## config.mk

```make
export PLATFORM = sky130hd
export DESIGN_NAME = peak_decimator
export DESIGN_NICKNAME = d
export VERILOG_FILES = /design/src/rtl/peak_decimator.sv
export SDC_FILE = /design/constraint.sdc
export NUM_CORES = 1
export LEC_CHECK = 0
export CAP_MARGIN = 20
export CORE_ASPECT_RATIO = 0.5
export CORE_MARGIN = 4
export CORE_UTILIZATION = 29
export DETAILED_ROUTE_END_ITERATION = 6
export MAX_ROUTING_LAYER = met4
export PLACE_DENSITY = 0.49
export SYNTH_ARGS = -nofsm -noshare
export SYNTH_HDL_FRONTEND = slang
export SYNTH_SLANG_ARGS = --single-unit
```

## constraint.sdc

```tcl
create_clock -name clk -period 2.95 [get_ports clk]
set_input_delay 0.4425 -clock clk [delete_from_list [all_inputs] [get_ports clk]]
set_output_delay 0.4425 -clock clk [all_outputs]
set_load 0.005 [all_outputs]
```

## src/rtl/peak_decimator.sv

```systemverilog
// -----------------------------------------------------------------------------
// peak_decimator
//
// Purpose:
//   Collapses a stream of (max, min) sample pairs into one (max, min) pair per
//   window of dec_ratio accepted inputs. This is the usual way to build a
//   min/max envelope for a waveform display. Each completed window produces a
//   one-cycle out_valid pulse, one cycle after the pair that completes it. The
//   result registers keep their value until the next window completes.
//
// Ports:
//   clk        in   1   single clock, rising edge
//   rst        in   1   synchronous active-high reset (highest priority)
//   in_valid   in   1   in_max/in_min carry an accepted pair this cycle
//   in_max     in   DW  unsigned upper bound of the incoming pair
//   in_min     in   DW  unsigned lower bound of the incoming pair
//   dec_ratio  in   CW  pairs per window, sampled at window open (0 acts as 1)
//   restart    in   1   drop the open window; the pair in this cycle is ignored
//   out_valid  out  1   one-cycle pulse, result registers hold a new window
//   out_max    out  DW  largest in_max seen in the completed window
//   out_min    out  DW  smallest in_min seen in the completed window
//   out_clip   out  1   window contained a full-scale pair (optional feature)
//
// Handshake: in_valid has no backpressure. Every cycle where in_valid is high
// and restart is low consumes exactly one pair. out_valid is a pulse with no
// ready. The consumer must capture the result in the cycle where out_valid is
// high, or read the held registers before the next pulse.
//
// Configuration:
//   PEAK_DEC_CLIP_EN  When defined, a sticky per-window flag records any
//                     accepted pair with in_max all-ones or in_min zero, and
//                     out_clip loads that flag when the window completes.
//                     When undefined, out_clip is tied to 0.
// -----------------------------------------------------------------------------
module peak_decimator #(
    parameter int DW = 8,
    parameter int CW = 16
) (
    input  logic          clk,
    input  logic          rst,
    input  logic          in_valid,
    input  logic [DW-1:0] in_max,
    input  logic [DW-1:0] in_min,
    input  logic [CW-1:0] dec_ratio,
    input  logic          restart,
    output logic          out_valid,
    output logic [DW-1:0] out_max,
    output logic [DW-1:0] out_min,
    output logic          out_clip
);

    localparam logic ST_FIRST = 1'b0;  // next accepted pair opens a window
    localparam logic ST_ACCUM = 1'b1;  // window open, accumulating

    logic          state_q,     state_d;
    logic [CW-1:0] cnt_q,       cnt_d;
    logic [CW-1:0] ratio_q,     ratio_d;
    logic [DW-1:0] acc_max_q,   acc_max_d;
    logic [DW-1:0] acc_min_q,   acc_min_d;
    logic          out_valid_q, out_valid_d;
    logic [DW-1:0] out_max_q,   out_max_d;
    logic [DW-1:0] out_min_q,   out_min_d;

    logic [CW-1:0] eff_ratio;
    logic [CW-1:0] cnt_inc;
    logic [DW-1:0] merged_max;
    logic [DW-1:0] merged_min;
    logic          win_open;    // accepted pair opens a new window
    logic          win_done;    // accepted pair completes the window

    always_comb begin
        state_d     = state_q;
        cnt_d       = cnt_q;
        ratio_d     = ratio_q;
        acc_max_d   = acc_max_q;
        acc_min_d   = acc_min_q;
        out_valid_d = 1'b0;
        out_max_d   = out_max_q;
        out_min_d   = out_min_q;
        win_open    = 1'b0;
        win_done    = 1'b0;

        eff_ratio  = (dec_ratio == '0) ? CW'(1) : dec_ratio;
        cnt_inc    = cnt_q + CW'(1);
        merged_max = (in_max > acc_max_q) ? in_max : acc_max_q;
        merged_min = (in_min < acc_min_q) ? in_min : acc_min_q;

        if (restart) begin
            // The pair in this cycle is dropped, and so is any completion it
            // would have caused. The held results are left untouched.
            state_d   = ST_FIRST;
            cnt_d     = '0;
            acc_max_d = '0;
            acc_min_d = '1;
        end else if (in_valid) begin
            if (state_q == ST_FIRST) begin
                win_open  = 1'b1;
                ratio_d   = eff_ratio;
                cnt_d     = CW'(1);
                acc_max_d = in_max;
                acc_min_d = in_min;
                if (eff_ratio == CW'(1)) begin
                    // A single-pair window completes in the cycle it opens.
                    win_done    = 1'b1;
                    out_valid_d = 1'b1;
                    out_max_d   = in_max;
                    out_min_d   = in_min;
                end else begin
                    state_d = ST_ACCUM;
                end
            end else begin
                cnt_d     = cnt_inc;
                acc_max_d = merged_max;
                acc_min_d = merged_min;
                if (cnt_inc == ratio_q) begin
                    win_done    = 1'b1;
                    state_d     = ST_FIRST;
                    out_valid_d = 1'b1;
                    out_max_d   = merged_max;
                    out_min_d   = merged_min;
                end
            end
        end
    end

    always_ff @(posedge clk) begin
        if (rst) begin
            state_q     <= ST_FIRST;
            cnt_q       <= '0;
            ratio_q     <= CW'(1);
            acc_max_q   <= '0;
            acc_min_q   <= '1;
            out_valid_q <= 1'b0;
            out_max_q   <= '0;
            out_min_q   <= '0;
        end else begin
            state_q     <= state_d;
            cnt_q       <= cnt_d;
            ratio_q     <= ratio_d;
            acc_max_q   <= acc_max_d;
            acc_min_q   <= acc_min_d;
            out_valid_q <= out_valid_d;
            out_max_q   <= out_max_d;
            out_min_q   <= out_min_d;
        end
    end

    assign out_valid = out_valid_q;
    assign out_max   = out_max_q;
    assign out_min   = out_min_q;

`ifdef PEAK_DEC_CLIP_EN
    logic clip_flag_q, clip_flag_d;
    logic out_clip_q,  out_clip_d;
    logic pair_clip;
    logic clip_merged;

    always_comb begin
        clip_flag_d = clip_flag_q;
        out_clip_d  = out_clip_q;
        pair_clip   = (in_max == '1) || (in_min == '0);
        // When a window opens, the flag from the previous window is ignored.
        clip_merged = (win_open ? 1'b0 : clip_flag_q) | pair_clip;

        if (restart) begin
            clip_flag_d = 1'b0;
        end else if (in_valid) begin
            if (win_done) begin
                out_clip_d  = clip_merged;
                clip_flag_d = 1'b0;
            end else begin
                clip_flag_d = clip_merged;
            end
        end
    end

    always_ff @(posedge clk) begin
        if (rst) begin
            clip_flag_q <= 1'b0;
            out_clip_q  <= 1'b0;
        end else begin
            clip_flag_q <= clip_flag_d;
            out_clip_q  <= out_clip_d;
        end
    end

    assign out_clip = out_clip_q;
`else
    assign out_clip = 1'b0;
`endif

endmodule
```

* Word level (Yosys, flattened, before mapping)
Cells that the tools add are included.
** Word-level totals
- Flip-flop bits (word level) :: 66
- Input bits :: 36
- Output and inout bits :: 18
- Word-level logic and storage cells :: 41
** Cells by class
- Add/sub/neg operators :: 1
- Order comparisons :: 2
- Equality and inequality tests :: 3
- Mux-type cells :: 18
- Bitwise gates (word level) :: 3
- Reductions and logical operators :: 6
** Operators with widths (number)
- two-way mux 8 bit :: 10
- two-way mux 16 bit :: 2
- adder 16 x 1 -> 16 bit (second input constant) :: 1
- == test 16 x 1 -> 1 bit (second input constant) :: 1
- == test 16 bit :: 1
- logical NOT 16 bit :: 1
- greater-than comparator 8 bit :: 1
- < comparator 8 bit :: 1
- two-way mux 1 bit :: 6
- AND reduction 4 bit :: 1
- NOT 1 bit :: 3
- AND reduction 3 bit :: 1
- OR reduction 3 bit :: 1
- != test 2 x 1 -> 1 bit (second input constant) :: 1
- nonzero test 2 bit :: 1
- OR reduction 2 bit :: 1

* Longest topological paths before layout
Gate-level depths: netlist (run 1).
- Depth in word-level cells :: 5
- Depth in mapped cells :: 11
- Depth with buffers taken out :: 9

* Worst setup path before layout (run 1)
No wires, ideal clock.
- Path type :: input -> register
- Start :: in in_min[5]
- End :: reg acc_min_q[6]
- Arrival time :: 2.452 ns
- Required time :: 2.828 ns
- Setup slack :: 0.376 ns
- Stages :: 8
- Cells stage by stage :: ha_1 a21o_1 a221oi_2 a21boi_1 o21ai_1 buf_2 a21oi_1 a311o_1
** On the way
- Cells in the longest elaborated chain, start to end :: 3
** Ends and longest elaborated chain
- start: declaration :: line 43 : input logic [DW-1:0] in_min,
- < comparator 8 bit :: line 86 : merged_min = (in_min < acc_min_q) ? in_min : acc_min_q;
- two-way mux 8 bit :: line 86
- two-way mux 8 bit :: line 96 : if (state_q == ST_FIRST) begin
- end signal: assignment :: line 141 : acc_min_q <= acc_min_d;
- end: declaration :: line 59 : logic [DW-1:0] acc_min_q, acc_min_d;
Every way passes these cells.
A chain may end at the register's enable or synchronous reset.

* Final worst setup path (run 1)
- Start :: reg cnt_q[0]
- End :: reg out_min_q[5] (netlist: out_min[5])
** On the way
- Cells in the longest elaborated chain, start to end :: 4
** Ends and longest elaborated chain
- start: declaration :: line 56 : logic [CW-1:0] cnt_q, cnt_d;
- start signal: assignment :: line 138 : cnt_q <= cnt_d;
- adder 16 x 1 -> 16 bit :: line 84 : cnt_inc = cnt_q + CW'(1);
- == test 16 bit :: line 115 : if (cnt_inc == ratio_q) begin
- != test 2 x 1 -> 1 bit (no line)
- AND reduction 4 bit (no line)
- end signal: assignment :: line 144 : out_min_q <= out_min_d;
- end: declaration :: line 62 : logic [DW-1:0] out_min_q, out_min_d;
Every way passes these cells.

==> results of run 1 <==
==> final cells by class <==
cell class / instances / area [µm²] / share of cell area
Clock buffer: 11 / 243 / 0.0421
Clock inverter: 5 / 77.6 / 0.0135
Inverter: 21 / 78.8 / 0.0137
Multi-Input combinational cell: 456 / 3010 / 0.522
Sequential cell: 66 / 1320 / 0.229
Tap cell: 204 / 255 / 0.0443
Timing Repair Buffer: 85 / 781 / 0.136
==> critical path, delay by kind of cell (launching register included) <==
family | cells | cell delay (ps)
and+or+nand+nor | 4 | 1060
DFF | 1 | 350
adders and majority gates | 1 | 350
AOI/OAI and AO/OA | 2 | 270
buffers and inverters | 1 | 260
xor gates and xnor gates | 1 | 200
==> worst paths after layout <==
kind         depth (start not counted)         end
max                                  9  out_min[5]
min                                  2  ratio_q[3]
max reg2reg                          9  out_min[5]
min reg2reg                          2  ratio_q[3]
==> through the flow <==
step	setup slack [ps]	cells
after floorplan	376	592
after global placement	116	832
after detailed placement	94.3	832
after CTS	169	848
after global routing	130	848
final	333	848
==> registers in the layout, indices dropped and copies added (netlist names) <==
name and count:
out_valid 1, state_q 1, cnt_q 16, acc_min_q 8
out_min 8, acc_max_q 8, ratio_q 16, out_max 8
==> layer usage <==
layer	global-route usage	wire, µm
met5	-	0
met4	0.0366	121
met3	0.0264	346
met2	0.240	6170
met1	0.227	7430
==> Yosys cell counts (all sizes together), types with 3 or more instances <==
library cell,instances
o22ai,3
a21o,3
nand3b,3
nand4b,9
and2,5
a22oi,12
o211ai,35
nand2,81
a21oi,42
xor2,6
nand3,19
ha,16
buf,17
nand4bb,7
clkbuf,31
xnor2,11
dfxtp,66
nor2,34
and4,4
nand4,15
a32oi,16
nand2b,7
o21ai,36
a21boi,3
nor3b,18
nor4,7
nor3,7
a311o,9
mux2i,9
and3,4
nor2b,10
inv,20
or3,3
==> kinds of logic (layout without fill, tap and decap cells) <==
group                      after synthesis  after routing  synth area share
AOI/OAI and AO/OA                      173            173             0.263
xor gates and xnor gates                17             17            0.0317
adders and majority gates               16             16            0.0426
buffers and inverters                   70            122            0.0794
DFF                                     66             66             0.281
muxes                                    9              9            0.0192
other                                    1              1          0.000799
and+or+nand+nor                        240            240             0.281
==> power by group <==
part           switching, mW  internal, mW  total, mW
combinational          0.215         0.191      0.407
sequential            0.0318         0.926      0.958
clock                  0.419         0.761       1.18
total                  0.666          1.88       2.54
==> repair_timing <==
action,CTS,global route
endpoints found under the hold margin,0,0
hold buffers,0,0
resized for setup,0,1
setup endpoints to repair,0,2
==> metrics, run 1 <==
status=finished clean; Max Slew Vio Count=0; final RePlAce weighted congestion=between 0.8 and 0.9; RSZ-0062 raised after global routing=false; Root Driver=clkbuf_16; period utilisation layout=0.887; CTS Buf Count=9; Slew @ Worst Pin=approximately 800 ps; flops & latches, synth=66; Seq/Total Area, Yosys=0.281; crit-path max cell delay=approximately 350 ps; commonest non-fill, non-tap cell in the layout=nand2_1; IO Pins=between 50 and 60; Tot Pwr=about 2.5 mW; largest net degree at the start of global routing=34; Layout fillers=about 1,600; crit path from=cnt_q[0]; Required @ worst endpoint=around 3200 ps; Worst EP arrival=2830 ps; routed vias=~4,500; total gr overflow=0; Leak=around 2.1 nW; minimum hold slack=roughly 470 ps; gr usage total=0.160; Syn Inst Count=between 500 and 600; count of final setup violators=0; most frequent cells in the layout=nand2_1, dfxtp_1, clkdlybuf4s50_1; Area after DPL=5440 µm²; mean post-synth cell area=7.93 µm²; Iter 0 DRT Violations=just under 300; post-CTS setup buffer count=0; ant diodes=0; clk slew on worst S/H paths=about 60 ps; TritonCTS Sinks=66; HP Start=ratio_q[3]; Worst-Skew Late Latency=340 ps; DRT Pass-1 Iters=4; share of cells above drive strength 1=0.113; core footprint=15,600 µm²; Ys Warns=0; Longest Clk Path Bufs=2; Synth area leaders=dfxtp_1, nand2_1, a21oi_1; post-synth top area share=0.281; Fin Setup TNS=0 ps; die width=188 µm; Worst Clk Skew=~7.1 ps; Worst Path Max Fanout=23; final core occ=0.369; nets@finish=about 690; row cnt=32; first-pass GRT wire length=23.8 mm; die footprint=18,400 µm²; vias in the first global route=4,420; kind of critical path=flip-flop to flip-flop; Critical-path top delay cell=dfxtp_1; Primary FF master, synth=dfxtp_1; synthesized area=4690 µm²; Pwr per Cell Area=441 nW/µm²; reg-to-reg slack, setup=330 ps; drc violations=0; Fin. Hold Viols=0; fmax=0.382 GHz; Area Growth Syn to Fin=22.7%; HPWL Detailed=10.1 mm; syn_nets=644; Slew HR=0.464; Period minus WS final=around 2600 ps; count of cell types in the netlist=69; VDD IR-drop max=roughly 280 µV; number of synthesized flops with an enable pin=0; hold crit path type=flip-flop to flip-flop; final instance area=between 5000 and 6000 µm²; DRT antenna net count=0; Critical R2R Launch=cnt_q[0]; vias per cell=around 5.3; initial antenna violation count=0; asr flop ratio synth=0; Post-Route WL=around 14 mm; Avg WL per Cell=roughly 17 µm; Synth area leader=dfxtp_1; crit path cell chain=ha_1, and3_1, nand4_1, xnor2_1, nor4_1, nand4_2, buf_4, o21ai_1, o211ai_2; Max-Cap Viols=0; Port-buffer cells=52; Die Y=about 100 µm; Initial Util=0.301; crit path capture type=flip-flop; H-Tree Depth=3; critical path startpoint category=flip-flop; CTS tree=done
No activity file was read; power rests on OpenSTA's default activity.
==> inputs of run 2 (changes only) <==
clock period = 2.81 ns   (was 2.95 ns; I/O delays follow)
==> run 2 against run 1 <==
  * Cell count rose by 0.47%
  * Die area did not move
  * Design area rose by 0.30%
==> metrics, run 2 (synthesis results as in run 1) <==
clock network fraction of design power=0.456; share of cells above drive strength 1=0.117; crit path capture type=flip-flop; fmax=around 0.38 GHz; nets@finish=approximately 700; largest net degree at the start of global routing=between 40 and 50; DRT Pass-1 Iters=6; Tot Pwr=about 2.6 mW; Die Y=about 98 µm; status=finished clean; final instance area=5780 µm²; sequential fraction of design power=0.381; Critical-path top delay cell=dfxtp_1; Reg area=between 1000 and 1500 µm²; CTS Buf Count=9; Worst EP arrival=just under 3000 ps; most frequent cells in the layout=nand2_1, dfxtp_1, clkdlybuf4s50_1; clk slew on worst S/H paths=around 60 ps; Net Sw Frac=0.260; Largest regs=cnt_q x16, ratio_q x16; gr usage total=0.156; multi-input logic area=about 3000 µm²; internal power=between 1.5 and 2 mW; Root Driver=clkbuf_16; vias per cell=approximately 5.3; fin worst setup slack=176 ps; ant diodes=0; HPWL Detailed=roughly 10 mm; Combinational Power Share=0.163; initial antenna violation count=0; reg-to-reg slack, setup=~180 ps; Max Slew Vio Count=0; first-pass GRT wire length=about 23 mm; Post-Layout Cell Count=about 850; Area after DPL=between 5000 and 6000 µm²; HP Start=ratio_q[1]; Area Growth Syn to Fin=23.1%; Pwr per Cell Area=456 nW/µm²; H-Tree Depth=3; final RePlAce weighted congestion=0.841; CTS tree=done; die footprint=about 18,000 µm²; Required @ worst endpoint=just over 3000 ps; Slew @ Worst Pin=a little over 800 ps; total gr overflow=0; Critical R2R Launch=cnt_q[3]; period utilisation layout=0.937; Layout fillers=about 1,700; Crit path max-delay family=simple AND/OR/NAND/NOR gates; Avg WL per Cell=approximately 16 µm; DP Worst Slack=95.9 ps; P_sw=a little under 700 µW; Max-Cap Viols=0; placed cell count=approximately 840; crit path from=cnt_q[3]; Port-buffer cells=between 50 and 60; crit path cell chain=nand4_4, or4_1, a21o_1, a31oi_4, nand2_1, or3_1, buf_4, o211ai_2; crit-path max cell delay=550 ps; commonest non-fill, non-tap cell in the layout=nand2_1; vias in the first global route=~4,300; IO Pins=54; drc violations=0; Worst Path Buf+Inv=1; Iter 0 DRT Violations=a little under 300; row cnt=32; hold crit path type=flip-flop to flip-flop; Worst Clk Skew=roughly 11 ps; Worst-Skew Late Latency=around 330 ps; Initial Util=0.301; RSZ-0062 raised after global routing=false; VDD IR-drop max=254 µV; Fin Setup TNS=0 ps; critical path startpoint category=flip-flop; Period minus WS final=about 2600 ps; kind of critical path=flip-flop to flip-flop; Worst Path Max Fanout=11; final core occ=0.370; core footprint=15,600 µm²; routed vias=about 4,500; Leak=~2.1 nW; Fin. Hold Viols=0; Post-Route WL=roughly 14 mm; DRT antenna net count=0; count of final setup violators=0; Longest Clk Path Bufs=2; minimum hold slack=475 ps; TritonCTS Sinks=between 60 and 70; Slew HR=0.461; die width=around 190 µm
## run 2: path summary, 6_finish.rpt
check / endpoint / cells past startpoint
setup / recovery: out_max[6] / 8
hold / removal: ratio_q[1] / 2
setup reg to reg: out_max[6] / 8
hold reg to reg: ratio_q[1] / 2
## run 2: power groups by stage
stage	Combinational [mW]	Sequential, mW	Clock (mW)
final	0.431	1.00	1.20
after detailed placement	0.431	1.03	0
after floorplan	0.259	1.02	0
after global placement	0.428	1.02	0
after global routing	0.480	1.01	1.27
after CTS	0.434	1.01	1.24
## run 2: tightest hold or removal path: stages, from the launching register on
cell and delay [ps]:
dfxtp_1 310, nand2_1 60, a21oi_1 60
## run 2: timing repair
action	4_1_cts	5_1_grt
setup buffers	0	0
hold buffers	0	0
endpoints found under the setup margin	0	2
resized for setup	0	1
## run 2: layer usage
layer	routed length [µm]	up-vias	global-route usage
met5	0	-	-
met1	7170	2159	0.224
li1	-	2293	-
met2	6030	85	0.230
met4	91	0	0.0304
met3	506	7	0.0293
## run 2: cell type report
type	count	area share
Multi-Input combinational cell	456	0.519
Sequential cell	66	0.229
Timing Repair Buffer	89	0.140
Tap cell	204	0.0442
Clock buffer	11	0.0403
Clock inverter	5	0.0136
Inverter	21	0.0136
==> inputs of run 3 (changes only) <==
CTS_CLUSTER_SIZE = 12   (was unset)
==> results of run 3 <==
The final DEF is identical to that of run 2; final timing and power are the same.
